===== config.mk =====
export PLATFORM = sky130hd
export DESIGN_NAME = mem_port_arbiter
export DESIGN_NICKNAME = d
export VERILOG_FILES = /design/src/rtl/mem_port_arbiter.sv
export SDC_FILE = /design/constraint.sdc
export NUM_CORES = 1
export LEC_CHECK = 0
export ABC_CLOCK_PERIOD_IN_PS = 2100
export BUFFER_PORTS_ARGS = -buffer_cell sky130_fd_sc_hd__buf_2
export CAP_MARGIN = 20
export CORE_ASPECT_RATIO = 1.1
export CORE_MARGIN = 2
export CORE_UTILIZATION = 35
export CTS_CLUSTER_DIAMETER = 200
export CTS_CLUSTER_SIZE = 12
export DETAILED_ROUTE_END_ITERATION = 8
export GPL_ROUTABILITY_DRIVEN = 0
export GPL_TIMING_DRIVEN = 0
export PLACE_DENSITY = 0.62
export SETUP_SLACK_MARGIN = 0.1
export SLEW_MARGIN = 20
export SYNTH_ARGS = -nofsm -noshare
export SYNTH_HDL_FRONTEND = slang
export SYNTH_SLANG_ARGS = --single-unit
export TNS_END_PERCENT = 20

===== constraint.sdc =====
create_clock -name clk -period 2.1 [get_ports clk]
set_clock_uncertainty 0.15 [all_clocks]
set_input_delay 0.105 -clock clk [delete_from_list [all_inputs] [get_ports clk]]
set_output_delay 0.105 -clock clk [all_outputs]
set_load 0.01 [all_outputs]

===== src/rtl/mem_port_arbiter.sv =====
// Two-port memory arbiter: CPU read/write and write-only PS/2 keyboard share one
// single-port memory through a fixed three-cycle IDLE -> ACCESS -> ACK sequence.
module mem_port_arbiter #(
  parameter logic [15:0] KBD_BASE = 16'hFFF0,
  parameter int unsigned KBD_SIZE = 16
) (
  input  logic        clk,
  input  logic        rst_n,
  input  logic        cpu_req,
  input  logic        cpu_we,
  input  logic [15:0] cpu_addr,
  input  logic [15:0] cpu_wdata,
  output logic        cpu_ack,
  output logic [15:0] cpu_rdata,
  input  logic        kbd_req,
  input  logic [15:0] kbd_addr,
  input  logic [15:0] kbd_wdata,
  output logic        kbd_ack,
  output logic        kbd_err,
  output logic        mem_en,
  output logic        mem_we,
  output logic [15:0] mem_addr,
  output logic [15:0] mem_wdata,
  input  logic [15:0] mem_rdata
);

  // state  | meaning
  // IDLE   | sample requests, pick winner, launch memory strobe
  // ACCESS | memory strobe cycle (suppressed for a rejected keyboard write)
  // ACK    | pulse winner's ack, capture CPU read data
  typedef enum logic [1:0] {S_IDLE, S_ACCESS, S_ACK} state_t;

  state_t state, state_nxt;

  logic        last_kbd;
  logic        win_kbd, win_we, win_ok;
  logic        any_req, pick_kbd, kbd_in_win;
  logic        sel_we, sel_ok;
  logic [15:0] sel_addr, sel_wdata;
  logic [16:0] win_lo, win_hi, kbd_addr_x;

  logic        mem_en_nxt, mem_we_nxt, cpu_ack_nxt, kbd_ack_nxt, kbd_err_nxt;
  logic [15:0] mem_addr_nxt, mem_wdata_nxt, cpu_rdata_nxt;

  // Window bounds in 17 bits so a window ending at 16'hFFFF does not wrap.
  assign kbd_addr_x = {1'b0, kbd_addr};
  assign win_lo     = {1'b0, KBD_BASE};
  assign win_hi     = win_lo + 17'(KBD_SIZE);
  assign kbd_in_win = (kbd_addr_x >= win_lo) && (kbd_addr_x < win_hi);

  assign any_req   = cpu_req | kbd_req;
  assign pick_kbd  = kbd_req && (!cpu_req || !last_kbd);
  assign sel_we    = pick_kbd ? 1'b1 : cpu_we;
  assign sel_addr  = pick_kbd ? kbd_addr : cpu_addr;
  assign sel_wdata = pick_kbd ? kbd_wdata : cpu_wdata;
  assign sel_ok    = !pick_kbd || kbd_in_win;

  always_ff @(posedge clk or negedge rst_n) begin
    if (!rst_n) state <= S_IDLE;
    else        state <= state_nxt;
  end

  always_comb begin
    state_nxt = state;
    case (state)
      S_IDLE:   if (any_req) state_nxt = S_ACCESS;
      S_ACCESS: state_nxt = S_ACK;
      S_ACK:    state_nxt = S_IDLE;
      default:  state_nxt = S_IDLE;
    endcase
  end

  // Winner bookkeeping; last_kbd resets to 1 so the CPU wins the first tie.
  always_ff @(posedge clk or negedge rst_n) begin
    if (!rst_n) begin
      last_kbd <= 1'b1;
      win_kbd  <= 1'b0;
      win_we   <= 1'b0;
      win_ok   <= 1'b0;
    end else if (state == S_IDLE && any_req) begin
      last_kbd <= pick_kbd;
      win_kbd  <= pick_kbd;
      win_we   <= sel_we;
      win_ok   <= sel_ok;
    end
  end

  always_comb begin
    mem_en_nxt    = 1'b0;
    mem_we_nxt    = mem_we;
    mem_addr_nxt  = mem_addr;
    mem_wdata_nxt = mem_wdata;
    cpu_ack_nxt   = 1'b0;
    kbd_ack_nxt   = 1'b0;
    kbd_err_nxt   = 1'b0;
    cpu_rdata_nxt = cpu_rdata;
    case (state)
      S_IDLE: begin
        if (any_req && sel_ok) begin
          mem_en_nxt    = 1'b1;
          mem_we_nxt    = sel_we;
          mem_addr_nxt  = sel_addr;
          mem_wdata_nxt = sel_wdata;
        end
      end
      S_ACCESS: begin
        if (win_kbd) begin
          kbd_ack_nxt = 1'b1;
          kbd_err_nxt = !win_ok;
        end else begin
          cpu_ack_nxt = 1'b1;
        end
      end
      S_ACK: begin
        // Read data arrives the cycle after the strobe, i.e. during ACK.
        if (!win_kbd && !win_we) cpu_rdata_nxt = mem_rdata;
      end
      default: ;
    endcase
  end

  always_ff @(posedge clk or negedge rst_n) begin
    if (!rst_n) begin
      mem_en    <= 1'b0;
      mem_we    <= 1'b0;
      mem_addr  <= 16'h0000;
      mem_wdata <= 16'h0000;
      cpu_ack   <= 1'b0;
      kbd_ack   <= 1'b0;
      kbd_err   <= 1'b0;
      cpu_rdata <= 16'h0000;
    end else begin
      mem_en    <= mem_en_nxt;
      mem_we    <= mem_we_nxt;
      mem_addr  <= mem_addr_nxt;
      mem_wdata <= mem_wdata_nxt;
      cpu_ack   <= cpu_ack_nxt;
      kbd_ack   <= kbd_ack_nxt;
      kbd_err   <= kbd_err_nxt;
      cpu_rdata <= cpu_rdata_nxt;
    end
  end

endmodule


======== Word level (Yosys, flattened, before mapping) ========
Index checks and enable logic that the tools add are counted.
storage, ports and cells
  logic and storage cells ................. 48
  input port bits ......................... 85
  bits in registers ....................... 59
cells by class
  reduce and logical (&&, ||, !) cells .... 16
  bitwise logic cells ..................... 1
  $lt $le $gt $ge ......................... 2
  equality and inequality tests ........... 3
  multiplexer cells ....................... 13
operators with widths
  cell                  number
  $mux 16               2
  $lt 16x17->1 const B  1
  $ge 16x16->1 const B  1
  $mux 1                9
  $logic_not 1->1       6
  $logic_and 1x1->1     5
  $pmux 2 s2            1
  $reduce_and 2->1      2
  $eq 2x1->1 const B    1
  $eq 2x2->1 const B    1
  $logic_not 2->1       1
  $logic_or 1x1->1      2
  $mux 2                1
  $ne 2x2->1 const B    1
  $or 1x1->1            1

======== Logic depth before layout (Yosys ltp) ========
Gate-level depths: netlist of the first run.
  depth in word-level cells ............... 8
  gate-level depth with buffers ........... 7

======== Least setup slack after synthesis of the first run ========
No wires, ideal clock.
  path kind ............................... reg-to-reg
  from .................................... reg state[0]
  to ...................................... reg cpu_rdata[10]
  data arrival time ....................... 1.402 ns
  path slack .............................. 0.420 ns
  cell stages (with the launch flop) ...... 4
  data required time ...................... 1.822 ns
  library setup time ...................... 0.128 ns
  cells stage by stage .................... dfrtp_1 nor4b_4 buf_4 mux2_1
between the ends
  word-level cells in the longest chain between the ends .. 2
ends and longest elaborated chain
  element                     line  RTL
  start, declared             33    state_t state, state_nxt;
  start signal, assigned      60    else state <= state_nxt;
  $eq 2x2->1                  97    case (state)
  $reduce_and 2->1 (no line)  -
  end signal, assigned        140   cpu_rdata <= cpu_rdata_nxt;
  end, declared               14    output logic [15:0] cpu_rdata,
No other way between the ends.
A chain may end at the register's enable or synchronous reset.

======== Final worst setup path of the first run ========
  from .................................... in cpu_req
  to ...................................... reg mem_addr[9]
between the ends
  word-level cells in the longest chain between the ends .. 7
ends and longest elaborated chain
  element                     line  RTL
  start, declared             9     input logic cpu_req,
  $logic_not 1->1             52    assign pick_kbd = kbd_req && (!cpu_req || !last_kbd);
  $logic_or 1x1->1            52
  $logic_and 1x1->1           52
  $logic_not 1->1             56    assign sel_ok = !pick_kbd || kbd_in_win;
  $logic_or 1x1->1            56
  $logic_and 1x1->1           99    if (any_req && sel_ok) begin
  $reduce_and 2->1 (no line)  -
  end signal, assigned        135   mem_addr <= mem_addr_nxt;
  end, declared               22    output logic [15:0] mem_addr,
Several ways; a longest one is shown, not always the timed one.

==> qor.yml, run 1 <==
criticalPathCategory: "input pin to flop"
cts_root_buf: "clkbuf_8"
firstDrtPassIters: 6
final_cell_count_no_fill: 533
drc_errors: 0
via_per_inst: 4.71
fin_nets: 526
grt_pass1_wl_um: 12200
hpwl_um: 4680
h-tree-depth: 3
antenna_found_initial: 0
fin_crit_sh_pct: 91.2
drv_slew: 0
status: "finished clean"
cts_setup_buffers: 0
r2r-start: "last_kbd$_DFFE_PN1P_"
setup_viol: 0
die_h_um: 95.6
vdd_drop_max_mv: 0.503
n_antenna_cell: 0
power_density_mw_per_mm2: 1160
power.leakage_nw: 2.12
min_from: "kbd_req"
path_clk_slew_ns: 0.07
wl_per_cell_um: 14.6
wl_um: 7800
syn_to_final_growth_pct: 68.0
grt_max_degree: 60
start_kind: "input pin"
dr_total_vias: 2512
yosys_warnings: 0
initial_core_util_pct: 35.9
layout_common_cells: "buf_2 (141), dlygate4sd3_1 (84), dfrtp_1 (58)"
critPathMaxFanout: 8
hold_depth: 3
ios: 138
cp-end-kind: "flop"
clock_path_buffers: 2
syn_inst: 209
worst_pin_slew_ns: 0.746
clk_latency_ns: 0.33
drtIter0Drc: 51
min_period_ns: 1.92
hold_end: "win_ok$_DFFE_PN0P_"
gr-total-overflow: 0
synth-seq-area-share_pct: 55.3
portBuffers: 137
grt_pass1_vias: 2626
syn_avg_cell_area_um2: 12.8
finalHoldViolations: 0
gr-usage-all-layers_pct: 19.0
fmax_mhz: 522
die_area_mm2: 0.00834
ys_ff_latch: 59
dp.cells: 433
slew-limit-headroom_pct: 50.3
layout-drive-gt1-share_pct: 46.2
cts_tree: "done"
die_x_um: 87.3
hold_class: "input pin to flop"
reg2reg_to: "mem_addr[9]$_DFFE_PN0P_"
crit_arrival_ns: 1.98
netlist_area_mm2: 0.00267
ff2ff_setup_slack_ns: 0.27
finalSetupTns_ns: 0
rows: 33
required_ns: 2.17
numClockSinks: 59
synth_cell_types: 25
final_common_cell: "buf_2"
reg2reg_depth: 5
ant_nets: 0
coreArea_mm2: 0.00743
numCtsBuffers: 9
rsz0062_at_grt: "yes"
drv_cap: 0
syn_nets: 294
[per-stage QoR]
step           cell area [µm²]  setup slack (ns)  hold WS (ns)  util (%)  power [mW]
2_1_floorplan             2670             0.420        -0.341         -        3.33
3_3_place_gp              3460             0.256         0.143      46.6        4.13
3_5_place_dp              3470             0.229        0.0780      46.6        4.19
4_1_cts                   4480             0.206        0.0461      60.3        5.27
5_1_grt                   4490            0.0609         0.107      60.4        5.62
6_report                  4490             0.184        0.0677      60.4        5.22
[how the worst max path moves through the flow]
stage / startpoint / to / depth (start not counted)
finish: cpu_req / mem_addr[9]$_DFFE_PN0P_ / 7
global route: cpu_req / mem_addr[11]$_DFFE_PN0P_ / 7
CTS: kbd_addr[6] / mem_wdata[0]$_DFFE_PN0P_ / 7
detailed placement: state[0]$_DFFE_PN0P_ / mem_wdata[0]$_DFFE_PN0P_ / 6
global placement: state[0]$_DFFE_PN0P_ / mem_wdata[13]$_DFFE_PN0P_ / 6
floorplan: state[0]$_DFFE_PN0P_ / cpu_rdata[10]$_DFFE_PN0P_ / 3
[registers in the layout, indices dropped and copies added (netlist names)]
| signal | flops |
|---|---|
| cpu_ack | 1 |
| cpu_rdata | 16 |
| kbd_ack | 1 |
| kbd_err | 1 |
| last_kbd | 1 |
| mem_addr | 16 |
| mem_en | 1 |
| mem_wdata | 16 |
| mem_we | 1 |
| state | 2 |
| win_kbd | 1 |
| win_ok | 1 |
| win_we | 1 |
[kinds of logic after synthesis]
group / after synthesis / share of synthesized area, %
AO/OA/AOI/OAI: 72 / 18.6
buffers and inverters: 16 / 3.75
flip-flops: 59 / 55.3
multiplexers: 48 / 18.7
AND/OR/NAND/NOR: 14 / 3.61
[layout make-up]
type	instances	area (µm²)
tap	87	109
buffer	15	101
timing repair buffer	221	1530
multi-input combinational	134	1090
clock inverter	3	15.0
sequential	59	1480
clock buffer	13	159
fill	636	2950
inverter	1	3.75
[report_power, final]
| group | switching [mW] | leakage [nW] | internal, mW |
|---|---|---|---|
| registers | 0.287 | 0.681 | 1.69 |
| logic | 1.23 | 1.34 | 1.10 |
| clock network | 0.427 | 0.0932 | 0.487 |
| total | 1.95 | 2.12 | 3.27 |
[worst max-delay path, cell delays in order]
cell,delay [ns]
dlygate4sd3_1,0.55
buf_2,0.14
a21boi_1,0.14
buf_4,0.20
mux2i_1,0.21
dlygate4sd3_1,0.57
a21oi_1,0.06
[what timing repair did]
item,CTS,global route
resized for setup,0,8
hold endpoints to repair,109,0
hold buffers,84,0
endpoints found under the setup margin,0,23
[cells in the mapped netlist]
master	n	area, µm²
a21boi_1	1	7.51
a21o_1	1	7.51
a21oi_1	37	185
a21oi_2	29	254
a22o_1	1	8.76
a31oi_1	1	6.26
and2_1	2	12.5
buf_2	5	25.0
buf_4	3	22.5
buf_6	3	33.8
clkbuf_1	4	15.0
dfrtp_1	58	1450
dfstp_2	1	26.3
inv_2	1	3.75
mux2_1	10	113
mux2_2	6	67.6
mux2i_1	32	320
nand4_1	3	18.8
nor2_1	3	11.3
nor2_2	1	6.26
nor2b_1	3	18.8
nor3_1	1	5.00
nor4b_4	1	23.8
o21ai_1	1	5.00
o31ai_4	1	21.3
[layer usage]
metal  GRT usage [%]  share of wire, %
met3            5.02               7.1
met2            32.4                49
met1            21.7                41
met5               0                 0
met4            10.4               3.4
No activity file was read; power rests on OpenSTA's default activity.
==> run 2: changes to the inputs <==
--- a/config.mk
+++ b/config.mk
@@ -6,17 +6,17 @@
 export NUM_CORES = 1
 export LEC_CHECK = 0
 export ABC_CLOCK_PERIOD_IN_PS = 2100
-export BUFFER_PORTS_ARGS = -buffer_cell sky130_fd_sc_hd__buf_2
+export BUFFER_PORTS_ARGS = -buffer_cell sky130_fd_sc_hd__clkbuf_2
 export CAP_MARGIN = 20
 export CORE_ASPECT_RATIO = 1.1
 export CORE_MARGIN = 2
-export CORE_UTILIZATION = 35
+export CORE_UTILIZATION = 45
 export CTS_CLUSTER_DIAMETER = 200
 export CTS_CLUSTER_SIZE = 12
 export DETAILED_ROUTE_END_ITERATION = 8
 export GPL_ROUTABILITY_DRIVEN = 0
 export GPL_TIMING_DRIVEN = 0
-export PLACE_DENSITY = 0.62
+export PLACE_DENSITY = 0.78
 export SETUP_SLACK_MARGIN = 0.1
 export SLEW_MARGIN = 20
 export SYNTH_ARGS = -nofsm -noshare
==> qor.yml, run 2 (synthesis results as in run 1) <==
h-tree-depth: 3
dp.cells: 424
placed_cell_area_mm2: 0.00347
nFillCells: 336
initial_core_util_pct: 46.3
rsz0062_at_grt: "no"
path_clk_slew_ns: 0.06
gr-total-overflow: 0
cts_setup_buffers: 0
hold_class: "input pin to flop"
start_kind: "input pin"
p_sw_mw: 2.11
grt_pass1_wl_um: 14100
critPathMostFrequentCell: "dlygate4sd3_1"
p_clk_share_pct: 18.5
drc_errors: 0
dr_total_vias: 2690
worst-path-buf-inv: 4
gr-usage-all-layers_pct: 28.0
numCtsBuffers: 9
antenna_found_initial: 0
fin_nets: 527
coreArea_mm2: 0.00577
final_common_cell: "clkbuf_2"
power_density_mw_per_mm2: 1210
grt_pass1_vias: 2888
finalSetupTns_ns: 0
totalPowerFinal_mw: 5.48
fin_area_mm2: 0.00451
portBuffers: 137
largestRegisters: "cpu_rdata: 16 flops, mem_addr: 16 flops, mem_wdata: 16 flops"
worstPathCellList: "dlygate4sd3_1, clkbuf_2, a21boi_1, buf_4, mux2i_1, dlygate4sd3_1, a21oi_1"
criticalPathCategory: "input pin to flop"
via_per_inst: 5.13
final_core_util_pct: 78.2
slowest_stage: "dlygate4sd3_1"
crit_arrival_ns: 2.00
clock_path_buffers: 2
n_antenna_cell: 0
required_ns: 2.16
hpwl_um: 4850
ios: 138
combPwrFrac_pct: 44.2
cpPeakStageDelay_ns: 0.59
power.leakage_nw: 2.16
wl_um: 9080
fmax_mhz: 516
min_period_ns: 1.94
die_area_mm2: 0.00657
final_cell_count_no_fill: 524
rows: 29
numClockSinks: 59
cp-end-kind: "flop"
swShare_pct: 38.6
crit_family: "buffers and inverters"
cts_tree: "done"
status: "finished clean"
drtIter0Drc: 96
ant_nets: 0
finalHoldViolations: 0
syn_to_final_growth_pct: 68.9
die_h_um: 84.8
seqPwrFrac_pct: 37.3
vdd_drop_max_mv: 0.620
drv_slew: 0
slew-limit-headroom_pct: 66.5
drv_cap: 0
cts_root_buf: "clkbuf_8"
setup_viol: 0
wl_per_cell_um: 17.3
layout_common_cells: "clkbuf_2 (140), dlygate4sd3_1 (84), dfrtp_1 (58)"
firstDrtPassIters: 4
worst_pin_slew_ns: 0.501
fin_crit_sh_pct: 92.4
internal_power_mw: 3.36
critPathMaxFanout: 8
die_x_um: 77.4
grt_max_degree: 32
clk_latency_ns: 0.32
layout-drive-gt1-share_pct: 46.1
==> run 2: cell types whose count changed in the layout (fill, tap and decap cells not counted) <==
| cell | change |
|---|---|
| clkbuf_2 | +136 |
| clkbuf_4 | +1 |
| clkbuf_8 | -1 |
| bufinv_16 | +1 |
| buf_12 | +1 |
| buf_2 | -136 |
| clkbuf_1 | +1 |
| buf_4 | -1 |
| clkinv_2 | -1 |
==> run 2: worst paths after layout <==
kind,start,depth (start not counted),slack (ns),endpoint
max reg2reg,last_kbd$_DFFE_PN1P_,5,0.21,mem_addr[10]$_DFFE_PN0P_
min in group asynchronous,rst_n,2,0.12,cpu_rdata[3]$_DFFE_PN0P_
min,kbd_req,3,0.11,win_ok$_DFFE_PN0P_
max in group asynchronous,rst_n,3,1.17,mem_addr[10]$_DFFE_PN0P_
min reg2reg,win_ok$_DFFE_PN0P_,1,0.27,kbd_err$_DFF_PN0_
max,cpu_req,7,0.16,mem_addr[11]$_DFFE_PN0P_
==> run 2: metal layers <==
| metal | track usage (%) | vias up | routed length [µm] |
|---|---|---|---|
| met5 | 0 | - | 0 |
| met2 | 50.0 | 172 | 4600 |
| met3 | 7.74 | 25 | 743 |
| met4 | 11.7 | 0 | 261 |
| li1 | - | 1220 | - |
| met1 | 31.2 | 1273 | 3480 |
==> run 2: repair_timing <==
action	CTS	global route
endpoints found under the hold margin	110	0
setup endpoints to repair	0	19
gates resized for setup	0	8
hold buffers	84	0
==> run 2: per-stage QoR <==
| stage | hold WS (ns) | setup WS, ns |
|---|---|---|
| 3_3_place_gp | 0.145 | 0.255 |
| 2_1_floorplan | -0.341 | 0.420 |
| 5_1_grt | 0.111 | 0.125 |
| 3_5_place_dp | -0.0516 | 0.229 |
| 4_1_cts | 0.0932 | 0.168 |
| 6_report | 0.108 | 0.160 |
==> run 2: area by class of cell <==
cell class / instances / area, µm² / area share (%)
tap: 77 / 96.3 / 2.14
multi-input combinational: 134 / 1090 / 24.2
timing repair buffer: 222 / 1550 / 34.4
clock buffer: 13 / 149 / 3.30
sequential: 59 / 1480 / 32.8
clock inverter: 3 / 40.0 / 0.888
inverter: 1 / 3.75 / 0.0832
buffer: 15 / 101 / 2.25
==> run 2: worst reg2reg max path: cells and delay by family, from the launching register on <==
family          cells  cell delay, ns
compound gates      2            0.26
buf+inv             2            0.73
flops               1            0.54
mux                 1            0.12
==> run 2: power groups by stage <==
stage | clock network, mW | logic, mW | registers (mW)
CTS | 1.02 | 2.35 | 2.00
global route | 1.08 | 2.61 | 2.09
floorplan | 0 | 1.12 | 2.21
finish | 1.01 | 2.42 | 2.04
global placement | 0 | 2.13 | 1.99
detailed placement | 0 | 2.20 | 2.01
